--- src/rtl/mmio_master.sv ---
// MMIO initiator: turns a command/response handshake into single-outstanding
// MMIO/config transactions with odd parity, ack timeout and alignment checking.
package mmio_master_pkg;

  typedef struct packed {
    logic        valid;
    logic        cfg;
    logic        read;
    logic        doubleword;
    logic [0:23] address;
    logic        address_parity;
    logic [0:63] data;
    logic        data_parity;
  } MMIOInterfaceInput;

  typedef struct packed {
    logic        ack;
    logic [0:63] data;
    logic        data_parity;
  } MMIOInterfaceOutput;

endpackage

module mmio_master
  import mmio_master_pkg::*;
#(
  parameter int TIMEOUT_CYCLES = 256
) (
  input  logic               clock,
  input  logic               rstn,
  input  logic               cmd_valid,
  output logic               cmd_ready,
  input  logic               cmd_read,
  input  logic               cmd_cfg,
  input  logic               cmd_doubleword,
  input  logic [0:23]        cmd_address,
  input  logic [0:63]        cmd_data,
  output MMIOInterfaceInput  mmio_req,
  input  MMIOInterfaceOutput mmio_rsp,
  output logic               rsp_valid,
  output logic [0:63]        rsp_data,
  output logic [0:1]         rsp_status,
  output logic               spurious_ack
);

  localparam logic [15:0] LAST_WAIT = 16'(TIMEOUT_CYCLES - 1);

  localparam logic [0:1] ST_OK       = 2'b00;
  localparam logic [0:1] ST_PARITY   = 2'b01;
  localparam logic [0:1] ST_TIMEOUT  = 2'b10;
  localparam logic [0:1] ST_MISALIGN = 2'b11;

  typedef enum logic [1:0] {IDLE, ISSUE, WAIT_ACK, RESPOND} state_t;

  state_t      state;
  logic [15:0] wait_count;
  logic [0:63] issue_data;
  logic        misaligned;
  logic        rsp_parity_ok;

  // 32-bit writes replicate the low word onto both halves of the data bus.
  always_comb begin
    issue_data = '0;
    if (!cmd_read) begin
      if (cmd_doubleword) begin
        issue_data = cmd_data;
      end else begin
        issue_data = {cmd_data[32:63], cmd_data[32:63]};
      end
    end
  end

  assign misaligned    = cmd_doubleword && cmd_address[23];
  assign rsp_parity_ok = (mmio_rsp.data_parity == ~^mmio_rsp.data);

  // The issued mmio_req fields double as the latched command for the rest of
  // the transaction, so they hold until the next ISSUE.
  always_ff @(posedge clock or negedge rstn) begin
    if (!rstn) begin
      state        <= IDLE;
      wait_count   <= '0;
      cmd_ready    <= 1'b0;
      mmio_req     <= '0;
      rsp_valid    <= 1'b0;
      rsp_data     <= '0;
      rsp_status   <= ST_OK;
      spurious_ack <= 1'b0;
    end else begin
      spurious_ack <= mmio_rsp.ack && (state != WAIT_ACK);

      case (state)
        IDLE: begin
          cmd_ready <= 1'b1;
          if (cmd_valid && cmd_ready) begin
            cmd_ready <= 1'b0;
            if (misaligned) begin
              rsp_valid  <= 1'b1;
              rsp_data   <= '0;
              rsp_status <= ST_MISALIGN;
              state      <= RESPOND;
            end else begin
              mmio_req.valid          <= 1'b1;
              mmio_req.cfg            <= cmd_cfg;
              mmio_req.read           <= cmd_read;
              mmio_req.doubleword     <= cmd_doubleword;
              mmio_req.address        <= cmd_address;
              mmio_req.address_parity <= ~^cmd_address;
              mmio_req.data           <= issue_data;
              mmio_req.data_parity    <= ~^issue_data;
              state                   <= ISSUE;
            end
          end
        end

        ISSUE: begin
          mmio_req.valid <= 1'b0;
          wait_count     <= '0;
          state          <= WAIT_ACK;
        end

        // An ack in the final wait cycle takes priority over the timeout.
        WAIT_ACK: begin
          if (mmio_rsp.ack) begin
            rsp_valid <= 1'b1;
            state     <= RESPOND;
            if (mmio_req.read) begin
              rsp_data   <= mmio_rsp.data;
              rsp_status <= rsp_parity_ok ? ST_OK : ST_PARITY;
            end else begin
              rsp_data   <= '0;
              rsp_status <= ST_OK;
            end
          end else if (wait_count == LAST_WAIT) begin
            rsp_valid  <= 1'b1;
            rsp_data   <= '0;
            rsp_status <= ST_TIMEOUT;
            state      <= RESPOND;
          end else begin
            wait_count <= wait_count + 16'd1;
          end
        end

        RESPOND: begin
          rsp_valid  <= 1'b0;
          rsp_data   <= '0;
          rsp_status <= ST_OK;
          cmd_ready  <= 1'b1;
          state      <= IDLE;
        end

        default: begin
          state <= IDLE;
        end
      endcase
    end
  end

endmodule

--- config.mk ---
export PLATFORM = sky130hd
export DESIGN_NAME = mmio_master
export DESIGN_NICKNAME = d
export VERILOG_FILES = /design/src/rtl/mmio_master.sv
export SDC_FILE = /design/constraint.sdc
export NUM_CORES = 1
export LEC_CHECK = 0
export CAP_MARGIN = 15
export CORE_MARGIN = 10
export CORE_UTILIZATION = 58
export CTS_BUF_LIST = sky130_fd_sc_hd__clkbuf_16
export CTS_CLUSTER_SIZE = 30
export DETAILED_ROUTE_END_ITERATION = 8
export DONT_BUFFER_PORTS = 1
export GPL_TIMING_DRIVEN = 0
export PLACE_DENSITY = 0.76
export SLEW_MARGIN = 15
export SYNTH_ARGS = -nofsm -noshare
export SYNTH_HDL_FRONTEND = slang
export SYNTH_SLANG_ARGS = --single-unit
--- constraint.sdc ---
create_clock -name clock -period 2.25 [get_ports clock]
set_input_delay 0.5625 -clock clock [delete_from_list [all_inputs] [get_ports clock]]
set_output_delay 0.5625 -clock clock [all_outputs]
set_load 0.01 [all_outputs]
==> results.toml, run 1 <==
[timing]
period_needed_ns = 2.13
fin_worst_skew_ns = 0.0105
worst_slack_ns = 0.116
rsz0062_at_grt = "no"
period_share = 0.949
hold_slack_ns = -0.170
setup_viol = 0
fmax_mhz = 469
fin_setup_tns_ns = 0
finalHoldViolations = 181
slew_headroom = 0.504
worst_pin_slew_ns = 0.744
final-max-slew-violation-count = 0

[route]
wirelength_microns = 25500
antenna_left = 0
post_drt_via_cell_ratio = 5.64
drt_drc_violations_left = 0
avgRoutedWirePerCell_microns = 22.2
num_vias = 6499
initialDrtViolationCount = 334
firstDrtPassIters = 5

[grt]
grt_max_degree = 182
track_usage = 0.236
grt_pass1_vias = 6668
grt_overflow = 0
antenna_found_initial = 0
grt_pass1_wl_microns = 39300

[place]
hpwl_microns = 19700
port_buffers = 0
pre_cts_slack_ns = -0.389
dpl_cell_area_sq_um = 9360
place_inst = 1123
finalWeightedCongestion = 0.868

[final_layout]
diodes = 0
layout_commonest_cell = "nand2_1"
area_delta_synth_final_pct = 9.41
layout_common_cells = "nand2_1, dfrtp_1, xnor2_1, o21ai_1, mux2i_1"
final_nets = 1094
drive_gt1_frac = 0.0574
stdcell_area_sq_um = 9950
final_cells = 1152
fin_util = 0.652

[synthesis]
netlist_instances = 912
async_flop_share = 1.00
syn_area_sq_um = 9090
syn_nets = 1077
synth-edff-count = 0
ys_seq_area_frac = 0.498
synth_ff_type = "dfrtp_1"
syn_avg_cell_area_sq_um = 9.97
ys_ff_latch = 181
yosys_warnings = 0
ys_types = 40

[cts]
numCtsBuffers = 17
cts_setup_buffers = 0
cts.sinks = 181
worstSkewPairLatency_ns = 0.42
cts.clk_slew.worst_paths_ns = 0.07
cts-htree-levels = 4
root_buffer = "clkbuf_16"
clockBufferDepth = 2
cts_tree = "yes"

[floorplanning]
fp.coreArea_sq_um = 15300
io_pins = 323
die_h_microns = 145
die_area_sq_um = 21100
num_rows = 45
initial_core_util = 0.596
die_width_microns = 145

[setup_path]
critPathLaunchType = "flop"
worstPathArrival_ns = 2.45
cp_data_required_time_ns = 2.57
crit_type = "flop to flop"
critPathCaptureType = "flop"
worstPathMaxFanout = 10

[run]
max_cap_violations = 0

[outcome]
violations = "hold timing"
status = "finished with violations"

[power]
vdd_ir_drop_max_uv = 704
power.density_nw_per_um2 = 1250
leakagePower_uw = 0.00428

[min_path]
hp-class = "input pin to asynchronous set/reset pin"
## cell families after synthesis
| group | after synthesis | share of synthesized area |
|---|---|---|
| XOR/XNOR | 150 | 0.158 |
| flip-flops | 181 | 0.498 |
| adder cells (fa/ha/maj) | 5 | 0.00688 |
| AND/OR/NAND/NOR | 294 | 0.138 |
| AO/OA/AOI/OAI | 158 | 0.0977 |
| multiplexers | 61 | 0.0707 |
| buffers and inverters | 63 | 0.0301 |
## Yosys cell counts, types with 3 or more instances
cell	instances	area, sq um
nand2_1	207	777
dfrtp_1	181	4530
xnor2_1	115	1010
o21ai_1	107	536
clkbuf_1	41	154
mux2i_1	35	350
o31ai_1	33	248
nand2b_1	30	188
mux2_1	25	282
nor2_1	25	93.8
xor2_1	25	219
a21oi_1	9	45.0
inv_1	8	30.0
xnor3_1	8	180
nand3_1	7	35.0
buf_1	6	22.5
or3_1	6	37.5
ha_1	5	62.6
o21ai_0	4	20.0
and3_1	3	18.8
nand4_1	3	18.8
or2b_1	3	22.5
## cell type report
type	count	area, sq um
fill	1252	5310
clock inverter	14	123
buffer	51	246
tap	211	264
multi-input combinational	668	4320
sequential	181	4530
clock buffer	17	425
inverter	10	37.5
## state kept, by name (all words and copies together), names as in the netlist
name and flops:
rsp_status 2, cmd_ready 1, rsp_data 64, rsp_valid 1, spurious_ack 1, state 2
mmio_req 94, wait_count 16
## per-layer routing
layer / GRT usage / up-vias / part of all wire
li1: - / 3035 / -
met1: 0.260 / 3155 / 0.37
met2: 0.397 / 273 / 0.50
met3: 0.105 / 36 / 0.11
met4: 0.0774 / 0 / 0.023
met5: 0 / - / 0
## worst max-delay path, stage by stage (launching register included)
cell and delay [ns]:
dfrtp_1 0.42, inv_1 0.13, ha_1 0.26, nand3_1 0.15, a21o_1 0.30, buf_8 0.19
clkbuf_1 0.24, o31ai_1 0.33
## worst paths after layout
| kind | from | endpoint | slack (ns) | depth (start not counted) |
|---|---|---|---|---|
| max in group asynchronous | rstn | rsp_data[11] | 2.06 | 0 |
| setup / recovery | state[0] | mmio_req[46] | 0.12 | 7 |
| hold reg to reg | mmio_req[43] | mmio_req[43] | 0.56 | 2 |
| hold / removal | rstn | rsp_data[52] | -0.17 | 0 |
| setup reg to reg | state[0] | mmio_req[46] | 0.12 | 7 |
| min in group clock | mmio_rsp[24] | rsp_data[40] | 0.26 | 2 |
## where the power goes
| group | switching [uW] | leakage [uW] | internal, uW | total, uW |
|---|---|---|---|---|
| logic | 2120 | 0.00162 | 1500 | 3620 |
| clock network | 1230 | 0.000277 | 1600 | 2840 |
| registers | 1580 | 0.00239 | 4410 | 5990 |
## stage by stage
| step | hold slack, ns | total power, uW |
|---|---|---|
| after floorplan | 0.267 | 8390 |
| after global placement | 0.272 | 9510 |
| after detailed placement | 0.274 | 9620 |
| after CTS | -0.182 | 12500 |
| after global routing | -0.196 | 13200 |
| final | -0.170 | 12400 |
## repair_timing
action / in CTS / in global routing
endpoints found under the setup margin: 68 / 79
hold endpoints to repair: 181 / 181
resized for setup: 11 / 12
gates cloned: 0 / 0
Power figures use the tool's default switching activity.
==> run 2: changes to the inputs <==
--- a/config.mk
+++ b/config.mk
@@ -5,6 +5,7 @@
 export SDC_FILE = /design/constraint.sdc
 export NUM_CORES = 1
 export LEC_CHECK = 0
+export ABC_AREA = 1
 export CAP_MARGIN = 15
 export CORE_MARGIN = 10
 export CORE_UTILIZATION = 58
==> run 2 against run 1 <==
Compared with the run above: the run still ends with hold timing left; total power is 0.22% lower; synthesized area grew 20%; clock power increased by 4%; register-to-register slack better by 0.02 ns; worst hold slack lost 0.0022 ns; routed wire length grew 27%; largest power group unchanged.
==> results.toml, run 2 <==
[synthesis]
synth_largest_area_cell = "dfrtp_1"
synth_ff_type = "dfrtp_1"
async_flop_share = 1.00
synth_area_leaders = "dfrtp_1, nand2_1, o21ai_0"
synthAdderAreaFrac = 0.00572
ys_seq_area_frac = 0.414
ys_types = 36
yosysTopAreaCellShare = 0.414
syn_nets = 1771
ys_ff_latch = 181
syn_area_sq_um = 10900
synthXorXnorAreaFrac = 0.0704
yosys_warnings = 0
synth_compound_gate_area_share = 0.0875
synth_top_family_by_area = "simple AND/OR/NAND/NOR gates"
synth_most_common_cell = "nand2_1"
yosys-mux-area-fraction = 0
synthSimpleGateAreaFrac = 0.346
syn_avg_cell_area_sq_um = 6.81
ys_top_cells_by_count = "nand2_1, dfrtp_1, o21ai_0"
netlist_instances = 1606
synth-edff-count = 0

[place]
place_inst = 1840
port_buffers = 0
dpl_cell_area_sq_um = 11200
finalWeightedCongestion = 0.909
hpwl_microns = 25100

[floorplanning]
fp.coreArea_sq_um = 18600
num_rows = 50
io_pins = 323
die_width_microns = 157
die_area_sq_um = 24800
initial_core_util = 0.587
die_h_microns = 157

[route]
avgRoutedWirePerCell_microns = 17.2
drt_drc_violations_left = 0
num_vias = 10100
post_drt_via_cell_ratio = 5.37
initialDrtViolationCount = 683
wirelength_microns = 32400
antenna_left = 0
firstDrtPassIters = 6

[setup_path]
max_stage_delay_ns = 0.39
crit_chain = "ha_1 -> nand2_1 -> nor2_1 -> nand2_1 -> nor2_1 -> nand2_2 -> nand2_4 -> nand3_4 -> buf_4 -> buf_2 -> nand2_1 -> o21ai_0"
critPathLaunchType = "flop"
worst-path-buf-inv = 2
path_common_cell = "nand2_1"
crit_type = "flop to flop"
cp_data_required_time_ns = 2.53
r2r-start = "wait_count[0]"
critPathLaunch = "wait_count[0]"
worstPathMaxFanout = 10
reg2reg_slack_ns = 0.14
r2r-end = "rsp_data[4]"
cp-endpoint = "rsp_data[4]"
critPathCaptureType = "flop"
cp.depth = 12
cp_slowest_cell = "dfrtp_1"
critical_path.top_delay_family = "simple AND/OR/NAND/NOR gates"
worstPathArrival_ns = 2.39
rr_worst_depth = 12

[cts]
worstSkewPairLatency_ns = 0.43
numCtsBuffers = 17
cts-htree-levels = 4
cts_tree = "yes"
cts.sinks = 181
clockBufferDepth = 2
cts.clk_slew.worst_paths_ns = 0.07
root_buffer = "clkbuf_16"

[final_layout]
diodes = 0
largest_register = "mmio_req"
nFillCells = 1663
area_delta_synth_final_pct = 8.99
stdcell_area_sq_um = 11900
layout_common_cells = "nand2_1, dfrtp_1, o21ai_0, inv_1, nor2_1"
final_nets = 1795
drive_gt1_frac = 0.0688
largest_reg_flops = 94
layout_commonest_cell = "nand2_1"
final_cells = 1877
reg_top3 = "mmio_req: 94 flops, rsp_data: 64 flops, wait_count: 16 flops"

[power]
power.density_nw_per_um2 = 1040
leakagePower_uw = 0.00623
vdd_ir_drop_max_uv = 584

[timing]
fin_worst_skew_ns = 0.0146
final-max-slew-violation-count = 0
finalHoldViolations = 181
period_share = 0.938
slew_headroom = 0.582
setup_viol = 0
period_needed_ns = 2.11
worst_pin_slew_ns = 0.627
fmax_mhz = 474
hold_slack_ns = -0.172

[min_path]
hp-class = "input pin to asynchronous set/reset pin"

[grt]
grt_pass1_wl_microns = 50300
track_usage = 0.255
grt_max_degree = 182
antenna_found_initial = 0
grt_overflow = 0
grt_pass1_vias = 9419

[run]
max_cap_violations = 0

[outcome]
violations = "hold timing"
status = "finished with violations"
-- run 2: cell types whose count changed after synthesis, moves of 35 or more --
| cell | previous run | this run |
|---|---|---|
| o21ai_1 | 107 | 18 |
| xnor2_1 | 115 | 59 |
| mux2i_1 | 35 | 0 |
| o21ai_0 | 4 | 141 |
| nor2_1 | 25 | 79 |
| nand2_1 | 207 | 781 |
| nand3_1 | 7 | 71 |
| inv_1 | 8 | 118 |
-- run 2: timing repair --
item,in CTS,in global routing
setup endpoints to repair,11,99
resized for setup,7,20
endpoints found under the hold margin,181,181
pin swaps,0,1
buffers inserted,0,5
-- run 2: power by group --
| part | switching [uW] | internal [uW] |
|---|---|---|
| Combinational | 2480 | 1290 |
| Clock | 1380 | 1560 |
| Sequential | 1420 | 4290 |
| Total | 5280 | 7140 |
-- run 2: worst min path at each step --
stage,slack (ns),to,startpoint
after global placement,0.27,rsp_data[42],rstn
after floorplan,0.27,cmd_ready,rstn
after CTS,-0.18,rsp_data[43],rstn
final,-0.17,rsp_data[43],rstn
after detailed placement,0.27,rsp_data[43],rstn
after global routing,-0.20,rsp_data[43],rstn
-- run 2: routing by layer --
metal | wire, microns | vias up | global-route usage
met5 | 0 | - | 0
met4 | 900 | 0 | 0.0855
met3 | 3630 | 61 | 0.0983
met2 | 16000 | 379 | 0.441
met1 | 11900 | 4618 | 0.280
li1 | - | 5014 | -
-- run 2: stage by stage --
| stage | total power (uW) | hold WS, ns | setup WS, ns | utilization | setup TNS (ns) |
|---|---|---|---|---|---|
| finish | 12400 | -0.172 | 0.139 | 0.640 | 0 |
| global route | 13300 | -0.198 | -0.0393 | 0.640 | -0.110 |
| CTS | 12400 | -0.182 | 0.0189 | 0.635 | 0 |
| detailed placement | 9390 | 0.272 | -0.114 | 0.603 | -2.80 |
| global placement | 9260 | 0.273 | -0.0982 | 0.603 | -3.20 |
| floorplan | 8140 | 0.267 | 0.278 | - | 0 |
-- run 2: cells by family after synthesis --
logic type,after synthesis
AO/OA/AOI/OAI,183
XOR/XNOR,88
adder cells (fa/ha/maj),5
buffers and inverters,187
flip-flops,181
AND/OR/NAND/NOR,962
-- run 2: final cells by class --
| type | count | area, sq um | share of cell area |
|---|---|---|---|
| Tap cell | 234 | 293 | 0.0245 |
| Sequential cell | 181 | 4530 | 0.380 |
| Clock buffer | 17 | 425 | 0.0357 |
| Timing Repair Buffer | 5 | 37.5 | 0.00315 |
| Clock inverter | 15 | 143 | 0.0120 |
| Buffer | 64 | 379 | 0.0318 |
| Multi-Input combinational cell | 1238 | 5650 | 0.474 |
| Inverter | 123 | 467 | 0.0391 |
